===== src/rtl/image_pipe_rst_seq.sv =====
// image_pipe_rst_seq: staggered per-stage reset sequencer with CPU soft reset drained via req/idle handshake
module image_pipe_rst_seq #(
  parameter int NUM_STAGES    = 4,
  parameter int ASSERT_CYCLES = 16,
  parameter int STAGE_GAP     = 4,
  parameter int DRAIN_TIMEOUT = 256
) (
  input  logic                  clk,
  input  logic                  s_rst_n,
  input  logic                  reg_cpreg_cpu_rst_n,
  input  logic                  pipe_idle,
  output logic [NUM_STAGES-1:0] pipe_rst_n,
  output logic                  drain_req,
  output logic                  rst_busy,
  output logic                  rst_done,
  output logic                  drain_tmo,
  output logic [7:0]            soft_rst_cnt
);
  localparam int CMAX = (ASSERT_CYCLES > STAGE_GAP)
                      ? ((ASSERT_CYCLES > DRAIN_TIMEOUT) ? ASSERT_CYCLES : DRAIN_TIMEOUT)
                      : ((STAGE_GAP > DRAIN_TIMEOUT) ? STAGE_GAP : DRAIN_TIMEOUT);
  localparam int CW = $clog2(CMAX) + 1;
  localparam int SW = $clog2(NUM_STAGES) + 1;
  localparam logic [CW-1:0] A_END = CW'(ASSERT_CYCLES - 1);
  localparam logic [CW-1:0] G_END = CW'(STAGE_GAP - 1);
  localparam logic [CW-1:0] T_END = CW'(DRAIN_TIMEOUT - 1);
  localparam logic [SW-1:0] S_END = SW'(NUM_STAGES - 1);
  typedef enum logic [1:0] {HOLD, RELEASE, RUN, DRAIN} state_t;
  state_t          state;
  logic [CW-1:0]   cnt;
  logic [SW-1:0]   stage_idx;
  always_ff @(posedge clk) begin
    if (!s_rst_n) begin
      state        <= HOLD;
      cnt          <= '0;
      stage_idx    <= '0;
      pipe_rst_n   <= '0;
      drain_req    <= 1'b0;
      rst_busy     <= 1'b1;
      rst_done     <= 1'b0;
      drain_tmo    <= 1'b0;
      soft_rst_cnt <= '0;
    end else begin
      rst_done <= 1'b0;
      case (state)
        HOLD: begin
          pipe_rst_n <= '0;
          rst_busy   <= 1'b1;
          if (!reg_cpreg_cpu_rst_n) cnt <= '0;
          else if (cnt == A_END) begin
            state     <= RELEASE;
            cnt       <= '0;
            stage_idx <= '0;
          end else cnt <= cnt + 1'b1;
        end
        RELEASE: begin
          // a soft reset mid-release needs no drain: the pipe never ran
          if (!reg_cpreg_cpu_rst_n) begin
            state      <= HOLD;
            pipe_rst_n <= '0;
            cnt        <= '0;
          end else if (cnt == G_END) begin
            pipe_rst_n <= pipe_rst_n | (NUM_STAGES'(1) << stage_idx);
            cnt        <= '0;
            stage_idx  <= (stage_idx == S_END) ? '0 : stage_idx + 1'b1;
            if (stage_idx == S_END) begin
              state    <= RUN;
              rst_done <= 1'b1;
              rst_busy <= 1'b0;
            end
          end else cnt <= cnt + 1'b1;
        end
        RUN: begin
          pipe_rst_n <= '1;
          rst_busy   <= !reg_cpreg_cpu_rst_n;
          if (!reg_cpreg_cpu_rst_n) begin
            state        <= DRAIN;
            drain_req    <= 1'b1;
            cnt          <= '0;
            soft_rst_cnt <= (soft_rst_cnt == 8'hff) ? soft_rst_cnt : soft_rst_cnt + 1'b1;
          end
        end
        DRAIN: begin
          // idle wins over a coincident timeout, so the timeout flag only marks a real stall
          if (pipe_idle || cnt == T_END) begin
            state      <= HOLD;
            drain_req  <= 1'b0;
            pipe_rst_n <= '0;
            cnt        <= '0;
            drain_tmo  <= drain_tmo | !pipe_idle;
          end else cnt <= cnt + 1'b1;
        end
        default: state <= HOLD;
      endcase
    end
  end
endmodule


===== config.mk =====
export PLATFORM = sky130hd
export DESIGN_NAME = image_pipe_rst_seq
export DESIGN_NICKNAME = d
export VERILOG_FILES = /design/src/rtl/image_pipe_rst_seq.sv
export SDC_FILE = /design/constraint.sdc
export NUM_CORES = 1
export LEC_CHECK = 0
export BUFFER_PORTS_ARGS = -buffer_cell sky130_fd_sc_hd__buf_2
export CAP_MARGIN = 20
export CORE_UTILIZATION = 43
export CTS_CLUSTER_DIAMETER = 120
export CTS_CLUSTER_SIZE = 30
export DETAILED_ROUTE_END_ITERATION = 6
export PLACE_DENSITY = 0.75
export REMOVE_ABC_BUFFERS = 1
export SLEW_MARGIN = 10
export SYNTH_ARGS = -nofsm -noshare
export SYNTH_HDL_FRONTEND = slang
export SYNTH_SLANG_ARGS = --single-unit

===== constraint.sdc =====
create_clock -name clk -period 2.5 [get_ports clk]
set_clock_uncertainty 0.2 [all_clocks]
set_input_delay 0.5 -clock clk [delete_from_list [all_inputs] [get_ports clk]]
set_output_delay 0.5 -clock clk [all_outputs]
set_load 0.01 [all_outputs]

* Yosys cells after proc, flatten, opt, wreduce, memory -nomap -nowiden
Index checks and enable logic that the tools add are counted.
Operators by class: $add $sub $neg 3, equality and inequality tests 17, shift-type cells 1, muxes and demuxes 33, bitwise logic cells 4, reductions and logical operators 15
Operator list (count):
- 9-bit 2-to-1 mux | 6
- 9-bit case mux with 4 select lines | 1
- 4-bit case mux with 4 select lines | 1
- 3-bit 2-to-1 mux | 5
- 2-bit 2-to-1 mux | 7
- 2-bit != test, second input constant | 7
- 4-bit 2-to-1 mux | 3
- 9-bit by 1-bit adder with 9-bit output, second input constant | 1
- 9-bit by 2-bit == test with 1-bit output, second input constant | 1
- 9-bit by 4-bit == test with 1-bit output, second input constant | 1
- 9-bit by 8-bit == test with 1-bit output, second input constant | 1
- 8-bit by 1-bit adder with 8-bit output, second input constant | 1
- 8-bit == test, second input constant | 1
- 2-bit case mux with 4 select lines | 1
- 4-bit AND reduction | 2
- 1-bit 2-to-1 mux | 6
- 3-bit != test, second input constant | 2
- 3-bit case mux with 2 select lines | 1
- 3-bit AND reduction | 2
- 6-bit AND reduction | 1
- 5-bit AND reduction | 1
- 2-bit == test, second input constant | 2
- 4-bit OR | 1
- 2-bit AND reduction | 2
- other kinds (13) | 16
Storage, ports and cells: register bits after elaboration 30, logic and storage cells 82

* Depth between registers and ports, before layout
Gate-level depths: netlist (run 1).
depth after elaboration 5, mapped depth 10, depth with buffers taken out 10

* Worst setup path after synthesis (run 1)
No wires, ideal clock.
path kind register to register, start reg cnt[0], end reg cnt[6], setup time 0.092 ns, data arrival time 2.351 ns, required time 2.208 ns, setup slack -0.142 ns, stages on the path, launching flop included 11, buffers on the path 0, clock period less this slack 2.642 ns, cells stage by stage dfxtp_1 -> ha_1 -> and3_1 -> and3_2 -> and3_1 -> ha_1 -> or3b_2 -> nor2_1 -> a211o_2 -> nor2_1 -> nor4_1
On the way: cells in the longest elaborated chain, start to end 4, elaborated cells on any way between the ends 11, those cells by class add/sub: 1; eq/ne: 3; mux: 6; reduce/logical: 1
RTL lines:
- start, declared | RTL line 30 | logic [CW-1:0] cnt;
- start signal, assigned | RTL line 54 | end else cnt <= cnt + 1'b1;
- start signal, assigned | RTL line 71 | end else cnt <= cnt + 1'b1;
- start signal, assigned | RTL line 91 | end else cnt <= cnt + 1'b1;
- 9-bit by 1-bit adder with 9-bit output, or another cell as far along | RTL line 54, 71, 91
- 9-bit 2-to-1 mux, or another cell as far along | RTL line 62 | end else if (cnt == G_END) begin
- 9-bit 2-to-1 mux (on tied branches) | RTL line 58, 49, 85
- 9-bit case mux with 4 select lines (*) | RTL line 45 | case (state)
Mark *: on every way between the ends. The rest lies on a longest branch, timed or not. A chain may end at the register's enable or synchronous reset.

* Worst setup path in the final report (run 1)
start reg cnt[1], end reg pipe_rst_n[2]
On the way: cells in the longest elaborated chain, start to end 4, elaborated cells on any way between the ends 6, those cells by class eq/ne: 4; reduce/logical: 2
RTL lines:
- 9-bit by 8-bit == test with 1-bit output | RTL line 85 | if (pipe_idle || cnt == T_END) begin
- 1-bit logical OR | RTL line 85
- 2-bit != test (no line)
- 2-bit AND reduction (no line) (*)
- end signal, assigned | RTL line 63 | pipe_rst_n <= pipe_rst_n | (NUM_STAGES'(1) << stage_idx);
- end, declared | RTL line 12 | output logic [NUM_STAGES-1:0] pipe_rst_n,
Marks and branches as above.

==> results of run 1 <==
-- state kept, by name (all words and copies together), names as in the netlist, named ones only --
register,flops
cnt,9
drain_req,1
drain_tmo,1
pipe_rst_n,4
rst_busy,1
rst_done,1
soft_rst_cnt,8
stage_idx,3
state,1
-- final cells by class --
type                            instances  area share (%)
Inverter                               12            2.15
Timing Repair Buffer                   34            10.1
Tap cell                               48            2.87
Sequential cell                        30            28.8
Clock inverter                          1           0.239
Multi-Input combinational cell        150            51.7
Clock buffer                            7            4.12
-- synthesized netlist by cell type, types with 3 or more instances --
master    instances
nand2_1          17
o21ai_0           5
nor3_1            4
ha_1             12
a21o_1            3
dfxtp_1          30
and3_1            4
nor2_1           26
nand4_1           5
xnor2_1           3
nand3_1           7
a21oi_1          14
a31oi_1           4
inv_1            12
xor2_1            4
clkbuf_1          5
-- stage by stage --
step                      power (µW)  utilization, %
after detailed placement         627            52.2
final                           1030            56.3
after global placement           624            52.2
after CTS                       1030            55.1
after floorplan                  587               -
after global routing            1070            56.3
-- layout by cell type (no fill, tap or decap), drive strengths merged, types with 3 or more instances in the layout --
cell type,n
ha,12
o21ai,6
a21oi,15
a31oi,4
xor2,4
xnor2,3
and3,5
nand4,6
nor3,4
buf,34
inv,12
dfxtp,30
a21o,3
and2,3
clkbuf,7
nand3,8
nand2,17
nor2,26
-- path summary, 6_finish.rpt --
| check | endpoint | cells past startpoint |
|---|---|---|
| worst max-delay path | pipe_rst_n[2] | 11 |
| worst min-delay path | pipe_rst_n[3] | 2 |
| worst max register to register | pipe_rst_n[2] | 11 |
| worst min register to register | pipe_rst_n[3] | 2 |
-- metal layers --
layer / wire, µm / share of wire (%)
met1: 1730 / 47
met2: 1730 / 47
met3: 171 / 4.6
met4: 48 / 1.3
met5: 0 / 0
-- logic make-up (layout without fill, tap and decap cells) --
family	count (synthesis)	in the layout	share of synthesized area, %
adders and majority gates	12	12	8.82
muxes	4	4	2.50
buffers and inverters	18	54	4.41
DFF	30	30	35.3
xor gates and xnor gates	7	7	3.60
and+or+nand+nor	84	84	27.2
AOI/OAI and AO/OA	43	43	18.2
-- worst reg2reg max path, delay by kind of cell (launching register included) --
family / cells / cell delay (ns)
buf+inv: 2 / 0.26
flops: 1 / 0.34
simple gates: 5 / 0.77
fa+ha+maj: 2 / 0.31
compound gates: 2 / 0.46
-- what timing repair did --
item | 4_1_cts | 5_1_grt
setup endpoints to repair | 12 | 13
gates resized for setup | 5 | 9
gates cloned | 0 | 0
pin swaps | 9 | 6
setup buffers | 0 | 0
hold endpoints to repair | 0 | 0
hold buffers | 0 | 0
-- power by group through the flow --
stage          clock network (µW)  logic, µW  registers, µW
4_1_cts                       414        126            493
3_3_place_gp                    0        121            503
3_5_place_dp                    0        123            504
6_report                      402        130            495
2_1_floorplan                   0       82.4            504
5_1_grt                       433        144            496
==> impl_metrics.csv, run 1 <==
group,metric,value,unit
layout,drive_gt1_share,27.4,%
pwr,power.share.clock,39.2,%
global_route,use_met1,24.7,%
layout,fin_area,2090,µm²
timing,setup_slack,0.0895,ns
yosys,synthCells,198,
pwr,switching_share,25.6,%
timing,hold_viol,0,
floorplanning,die_w,64.9,µm
timing,setup_viol,0,
run_status,status,"complete, no violations",
placed_design,dpl_worst_slack,-0.132,ns
clocking,cts-htree-levels,2,
timing,tns,0,ns
worst_setup_path,cp_max_fo,4,
worst_setup_path,cp_common_cell,"and3_4",
layout,multi_input_area,1080,µm²
yosys,synth-edff-count,0,
timing,tightest_slew,0.300,ns
floorplanning,core,3720,µm²
global_route,busiest_layer,"met2",
detailed_routing,drt_iter0_drc,105,
pwr,internal_power,764,µW
detailed_routing,num_vias,1508,
floorplanning,die_area,4220,µm²
yosys,netlist_area,1700,µm²
hold_path,hp-class,"reg2reg",
worst_setup_path,crit_start,"cnt[1]",
yosys,synth_area_leaders,"dfxtp_1 35%, ha_1 8.8%, nor2_1 5.7%",
layout,nets,249,
global_route,use_met2,30.2,%
timing,finalCritPeriodShare,96.4,%
layout,area_growth,22.9,%
worst_setup_path,critPathLaunchType,"flop",
placed_design,portBuffers,19,
pwr,power.leakage,0.000858,µW
global_route,grt.met3_usage,5.46,%
layout,register_area,603,µm²
clocking,cts_buffers,5,
pwr,power_density,490,nW/µm²
pwr,switchingPower,263,µW
global_route,grt_pass1_wl,6.20,mm
yosys,synth-seq-area-share,35.3,%
worst_setup_path,cp.required,2.52,ns
worst_setup_path,cpMaxStageDelayCell,"a221o_1",
pwr,p_seq_share,48.2,%
layout,stdcell_count,282,
placed_design,hpwl,2.67,mm
placed_design,dpl_cell_area,1940,µm²
layout,nFillCells,348,
yosys,ys_ff_latch,30,
hold_path,hold_start,"pipe_rst_n[3]",
placed_design,place.gp.congestion,0.824,
clocking,cts-root-buf,"clkbuf_8",
clocking,clkTransAtPathRegs,0.06,ns
yosys,synthArstFlopShare,0,%
timing,slew_headroom,79.9,%
worst_setup_path,crit_type,"reg2reg",
layout,antenna_cells,0,
detailed_routing,dr.pass1.iters,4,
worst_setup_path,cp_top_family,"simple AND/OR/NAND/NOR gates",
global_route,grt_antenna_before_repair,0,
floorplanning,die_y,64.9,µm
timing,period_needed,2.41,ns
yosys,synth.distinct_cells,49,
yosys,synth_warnings,0,
timing,holdWs,0.264,ns
worst_setup_path,cp.buffers_inverters,2,
detailed_routing,vias_per_cell,5.35,
worst_setup_path,arrival,2.43,ns
yosys,syn_area_per_cell,8.60,µm²
global_route,grt-ovfl-total,0,
detailed_routing,wl_per_cell,13.0,µm
pwr,p_comb_share,12.6,%
clocking,clock_path_buffers,2,
worst_setup_path,crit_chain,"ha_4 > and3_4 > and3_4 > and3_4 > ha_4 > buf_4 > nor3b_2 > buf_4 > a21oi_2 > a221o_1 > nor2_1",
detailed_routing,drt_wl_total,3.68,mm
yosys,synth_top_area_share,35.3,%
timing,max_freq,0.415,GHz
worst_setup_path,rrSetupSlack,0.09,ns
global_route,track_usage,19.2,%
worst_setup_path,r2r_start,"cnt[1]",
yosys,synth_area_leader_cell,"dfxtp_1",
clocking,insertion_delay,0.28,ns
global_route,grt_max_degree,22,
clocking,cts_tree,"yes",
timing,drv_slew,0,
global_route,grt_pass1_vias,1356,
job,maxCapViolations,0,
placed_design,place_inst,274,
clocking,cts_num_sinks,30,
pwr,ir_drop,0.000361,V
detailed_routing,final_antenna_net_count,0,
floorplanning,initial_utilization,45.8,%
worst_setup_path,endpoint_kind,"flop",
floorplanning,rows,22,
worst_setup_path,max_stage_delay,0.42,ns
detailed_routing,drc,0,
yosys,synthFlopType,"dfxtp_1",
floorplanning,ioPinCount,20,
No activity file was read; power rests on OpenSTA's default activity.
==> inputs of run 2 (changes only) <==
--- a/config.mk
+++ b/config.mk
@@ -12,7 +12,6 @@
 export CTS_CLUSTER_SIZE = 30
 export DETAILED_ROUTE_END_ITERATION = 6
 export PLACE_DENSITY = 0.75
-export REMOVE_ABC_BUFFERS = 1
 export SLEW_MARGIN = 10
 export SYNTH_ARGS = -nofsm -noshare
 export SYNTH_HDL_FRONTEND = slang
==> run 2 against run 1 <==
Wire length increased by 1.4%. Total power decreased by 0.74%. Register-to-register slack got worse by 0.03 ns. Highest routed layer unchanged. Global-route usage decreased by 0.22 points. Combinational power decreased by 5%. Hold slack improved by 0.010 ns. Core utilization decreased by 0.67 points. Die area unchanged. Fmax decreased by 1.1%. First-iteration DRC count decreased by 36%. Critical path depth decreased by 2. Sequential power about the same.
==> impl_metrics.csv, run 2 (synthesis results as in run 1) <==
group,metric,value,unit
pwr,power.leakage,0.000839,µW
global_route,grt_pass1_wl,6.09,mm
layout,area_growth,21.5,%
timing,finalCritPeriodShare,97.5,%
detailed_routing,dr.pass1.iters,4,
placed_design,portBuffers,19,
timing,tns,0,ns
worst_setup_path,crit_start,"cnt[1]",
global_route,grt_pass1_vias,1307,
global_route,grt_antenna_before_repair,0,
clocking,cts-htree-levels,2,
layout,largest_register_ffs,9,
floorplanning,core,3720,µm²
worst_setup_path,critPathLaunchType,"flop",
detailed_routing,drc,0,
global_route,track_usage,19.0,%
timing,rsz0062_at_grt,"true",
layout,nets,246,
placed_design,hpwl,2.67,mm
timing,hold_viol,0,
clocking,cts_buffers,5,
timing,tightest_slew,0.339,ns
hold_path,hold_start,"pipe_rst_n[1]",
clocking,cts_num_sinks,30,
floorplanning,rows,22,
floorplanning,ioPinCount,20,
worst_setup_path,crit_chain,"ha_4 > and3_4 > and3_4 > and3_4 > ha_4 > or3b_4 > buf_6 > a221o_1 > nor2_1",
clocking,clkTransAtPathRegs,0.06,ns
detailed_routing,vias_per_cell,5.42,
layout,stdcell_count,279,
hold_path,hp-class,"reg2reg",
worst_setup_path,cp_top_family,"simple AND/OR/NAND/NOR gates",
clocking,insertion_delay,0.28,ns
layout,drive_gt1_share,26.4,%
layout,final_core_util,55.7,%
detailed_routing,drt_iter0_drc,67,
timing,setup_viol,0,
worst_setup_path,cpMaxStageDelayCell,"or3b_4",
worst_setup_path,r2r_start,"cnt[1]",
placed_design,place_inst,269,
layout,antenna_cells,0,
pwr,power_density,493,nW/µm²
layout,final_cell_mix,"28 x dfxtp_1, 24 x nor2_1, 19 x buf_2",
detailed_routing,wl_per_cell,13.4,µm
layout,final_common_cell,"dfxtp_1",
pwr,p_total,1020,µW
clocking,cts_hold_buf,0,
job,maxCapViolations,0,
clocking,clock_path_buffers,2,
floorplanning,die_area,4220,µm²
worst_setup_path,cp.buffers_inverters,1,
timing,slew_headroom,77.3,%
run_status,status,"complete, no violations",
worst_setup_path,cp.required,2.52,ns
clocking,cts_tree,"yes",
detailed_routing,drt_wl_total,3.73,mm
worst_setup_path,crit_type,"reg2reg",
layout,nFillCells,355,
worst_setup_path,max_stage_delay,0.41,ns
layout,regMostFlops,"cnt",
timing,max_freq,0.410,GHz
timing,drv_slew,0,
detailed_routing,num_vias,1511,
pwr,ir_drop,0.000302,V
detailed_routing,final_antenna_net_count,0,
clocking,cts-root-buf,"clkbuf_8",
floorplanning,initial_utilization,45.8,%
worst_setup_path,cp_max_fo,4,
placed_design,place.gp.congestion,0.880,
layout,top_regs,"cnt (9), soft_rst_cnt (8), pipe_rst_n (4)",
worst_setup_path,arrival,2.45,ns
worst_setup_path,cp_common_cell,"and3_4",
floorplanning,die_w,64.9,µm
global_route,grt_max_degree,22,
global_route,grt-ovfl-total,0,
yosys,synth_fp_nets,214,
timing,period_needed,2.44,ns
worst_setup_path,endpoint_kind,"flop",
floorplanning,die_y,64.9,µm
-- run 2: cell types whose count changed in the layout (fill, tap and decap cells not counted) --
cell | previous run | this run
o22ai_1 | 2 | 1
nor2_2 | 0 | 2
o21ai_2 | 1 | 0
o22ai_2 | 0 | 1
nor3b_1 | 0 | 1
nor3b_2 | 2 | 1
nor3_2 | 1 | 0
buf_4 | 14 | 11
nor3_1 | 3 | 4
o21ai_1 | 0 | 1
nor2_1 | 26 | 24
-- run 2: power by group --
group	total (µW)	internal (µW)	switching [µW]	leakage, µW
clock network	400	222	178	0.0000482
logic	123	50.2	73.3	0.000548
registers	495	487	8.66	0.000243
total	1020	758	260	0.000839
-- run 2: worst reg2reg max path: cells and delay by family, from the launching register on --
family | cells | cell delay [ns]
adder cells (fa/ha/maj) | 2 | 0.31
buffers and inverters | 1 | 0.13
AO/OA/AOI/OAI | 1 | 0.34
AND/OR/NAND/NOR | 5 | 1.04
flip-flops | 1 | 0.34
-- run 2: per-layer routing --
layer | wire [µm] | global-route usage (%)
met1 | 1780 | 24.1
met2 | 1730 | 29.4
met3 | 151 | 5.28
met4 | 59 | 8.61
met5 | 0 | 0
-- run 2: what timing repair did --
| action | CTS | global route |
|---|---|---|
| endpoints found under the setup margin | 7 | 6 |
| gates resized for setup | 7 | 5 |
| setup buffers | 1 | 1 |
| pin swaps | 5 | 9 |
-- run 2: final cells by class --
| cell class | count | area (µm²) | area share (%) |
|---|---|---|---|
| Multi-Input combinational cell | 150 | 1080 | 52.2 |
| Sequential cell | 30 | 603 | 29.2 |
| Timing Repair Buffer | 31 | 189 | 9.13 |
| Clock buffer | 7 | 86.3 | 4.17 |
| Tap cell | 48 | 60.1 | 2.90 |
| Inverter | 12 | 45.0 | 2.18 |
| Clock inverter | 1 | 5.00 | 0.242 |
-- run 2: through the flow --
step	area (µm²)	worst slack, ns	hold slack [ns]
2_1_floorplan	1710	0.0501	0.252
3_3_place_gp	1910	0.0623	0.252
3_5_place_dp	1910	-0.0459	0.254
4_1_cts	2030	0.0106	0.267
5_1_grt	2070	-0.0148	0.295
6_report	2070	0.0635	0.274
-- run 2: worst paths after layout --
path	depth (start not counted)	slack, ns	endpoint
max	9	0.06	pipe_rst_n[2]
min reg2reg	2	0.27	pipe_rst_n[1]
max reg2reg	9	0.06	pipe_rst_n[2]
min	2	0.27	pipe_rst_n[1]
==> inputs of run 3 (changes only) <==
--- a/config.mk
+++ b/config.mk
@@ -8,6 +8,7 @@
 export BUFFER_PORTS_ARGS = -buffer_cell sky130_fd_sc_hd__buf_2
 export CAP_MARGIN = 20
 export CORE_UTILIZATION = 43
+export CTS_BUF_LIST = sky130_fd_sc_hd__clkbuf_2
 export CTS_CLUSTER_DIAMETER = 120
 export CTS_CLUSTER_SIZE = 30
 export DETAILED_ROUTE_END_ITERATION = 6
==> run 3 against run 2 <==
Worst setup slack better by 0.039 ns. Design area fell by 2.9%. Hold slack got worse by 0.085 ns. Clock power down 40%. First-iteration DRC count grew 39%. Cell count did not move. Sequential cell count is the same. Highest routed layer unchanged.
==> impl_metrics.csv, run 3 (synthesis results as in run 1) <==
group,metric,value,unit
run_status,status,"complete, no violations",
layout,final_core_util,54.0,%
pwr,switchingPower,252,µW
timing,max_freq,0.417,GHz
placed_design,dpl_worst_slack,-0.0459,ns
pwr,switching_share,29.3,%
clocking,cts_buffers,5,
detailed_routing,final_antenna_net_count,0,
layout,drive_gt1_share,26.0,%
global_route,grt-ovfl-total,0,
layout,antenna_cells,0,
layout,multi_input_area,1080,µm²
timing,setup_viol,0,
clocking,clkTransAtPathRegs,0.16,ns
timing,tightest_slew,0.352,ns
timing,slew_headroom,76.4,%
floorplanning,rows,22,
yosys,synth_fp_nets,214,
layout,area_growth,17.9,%
worst_setup_path,endpoint_kind,"flop",
layout,top_regs,"cnt (9), soft_rst_cnt (8), pipe_rst_n (4)",
worst_setup_path,arrival,2.50,ns
layout,final_cell_mix,"28 x dfxtp_1, 25 x nor2_1, 19 x buf_2",
detailed_routing,wl_per_cell,13.3,µm
global_route,grt_max_degree,22,
global_route,grt_antenna_before_repair,0,
pwr,power.share.clock,27.9,%
detailed_routing,drt_iter0_drc,93,
floorplanning,die_y,64.9,µm
pwr,ir_drop,0.000318,V
clocking,cts-htree-levels,2,
layout,nFillCells,364,
pwr,power_density,428,nW/µm²
detailed_routing,drt_wl_total,3.71,mm
timing,hold_viol,0,
pwr,p_comb_share,14.5,%
placed_design,portBuffers,19,
layout,regMostFlops,"cnt",
pwr,power.leakage,0.000821,µW
job,maxCapViolations,0,
clocking,cts_num_sinks,30,
detailed_routing,num_vias,1512,
clocking,cts-root-buf,"clkbuf_2",
timing,setup_slack,0.103,ns
hold_path,hp-class,"in2reg",
pwr,p_seq_share,57.6,%
worst_setup_path,cp.required,2.60,ns
layout,largest_register_ffs,9,
placed_design,hpwl,2.67,mm
pwr,internal_power,607,µW
timing,finalCritPeriodShare,95.9,%
floorplanning,die_area,4220,µm²
placed_design,place.gp.congestion,0.880,
detailed_routing,drc,0,
timing,drv_slew,0,
global_route,grt_pass1_wl,6.17,mm
worst_setup_path,critPathLaunchType,"flop",
floorplanning,core,3720,µm²
clocking,cts_tree,"yes",
detailed_routing,dr.pass1.iters,5,
layout,nets,246,
layout,final_common_cell,"dfxtp_1",
floorplanning,die_w,64.9,µm
detailed_routing,vias_per_cell,5.42,
worst_setup_path,crit_type,"reg2reg",
global_route,grt_pass1_vias,1317,
layout,register_area,603,µm²
clocking,insertion_delay,0.38,ns
clocking,cts_hold_buf,0,
global_route,track_usage,19.2,%
worst_setup_path,cp_max_fo,7,
floorplanning,initial_utilization,45.8,%
timing,rsz0062_at_grt,"false",
floorplanning,ioPinCount,20,
clocking,clock_path_buffers,2,
timing,period_needed,2.40,ns
## run 3: worst max-delay path: stages, from the launching register on
cell     delay, ns
dfxtp_2       0.37
ha_4          0.15
and3_4        0.17
and3_4        0.15
and3_4        0.18
ha_4          0.16
or3b_4        0.39
nor2_1        0.11
a211o_2       0.18
nor2_2        0.06
nor4_1        0.18
## run 3: metal layers
layer	wire (µm)	track usage [%]	up-vias
li1	-	-	769
met1	1780	24.3	703
met5	0	0	-
met3	166	6.34	8
met2	1710	30.1	32
met4	54	6.94	0
## run 3: path summary, 6_finish.rpt
check	start	end	slack, ns	cells after the start
setup / recovery	cnt[0]	cnt[6]	0.10	10
hold / removal	s_rst_n	rst_busy	0.19	2
setup reg to reg	cnt[0]	cnt[6]	0.10	10
hold reg to reg	pipe_rst_n[1]	pipe_rst_n[1]	0.28	2
## run 3: repair_timing
action                                  4_1_cts  5_1_grt
gates cloned                                  0        0
endpoints found under the hold margin         0        0
pin swaps                                     7        2
gates resized for setup                       9        1
endpoints found under the setup margin        8        5
setup buffers                                 1        1
## run 3: cell type report
type                    count  share of cell area (%)
inverters                  12                    2.24
clock buffers               6                    1.50
flip-flops and latches     30                    30.0
well taps                  48                    2.99
multi-input cells         150                    53.6
clock inverters             2                   0.436
repair buffers             31                    9.22
## run 3: power by group through the flow
stage	sequential [µW]	clock [µW]	combinational, µW
6_report	495	240	124
5_1_grt	497	272	137
4_1_cts	495	246	119
3_5_place_dp	504	0	116
3_3_place_gp	503	0	114
2_1_floorplan	504	0	87.3
## run 3: stage by stage
| step | hold slack [ns] | setup TNS (ns) | std cells | power [µW] | instance area [µm²] |
|---|---|---|---|---|---|
| 3_5_place_dp | 0.254 | -0.0963 | 269 | 620 | 1910 |
| 3_3_place_gp | 0.252 | 0 | 269 | 617 | 1910 |
| 2_1_floorplan | 0.252 | 0 | 198 | 591 | 1710 |
| 4_1_cts | 0.178 | 0 | 278 | 861 | 2000 |
| 6_report | 0.189 | 0 | 279 | 859 | 2010 |
| 5_1_grt | 0.175 | 0 | 279 | 907 | 2010 |
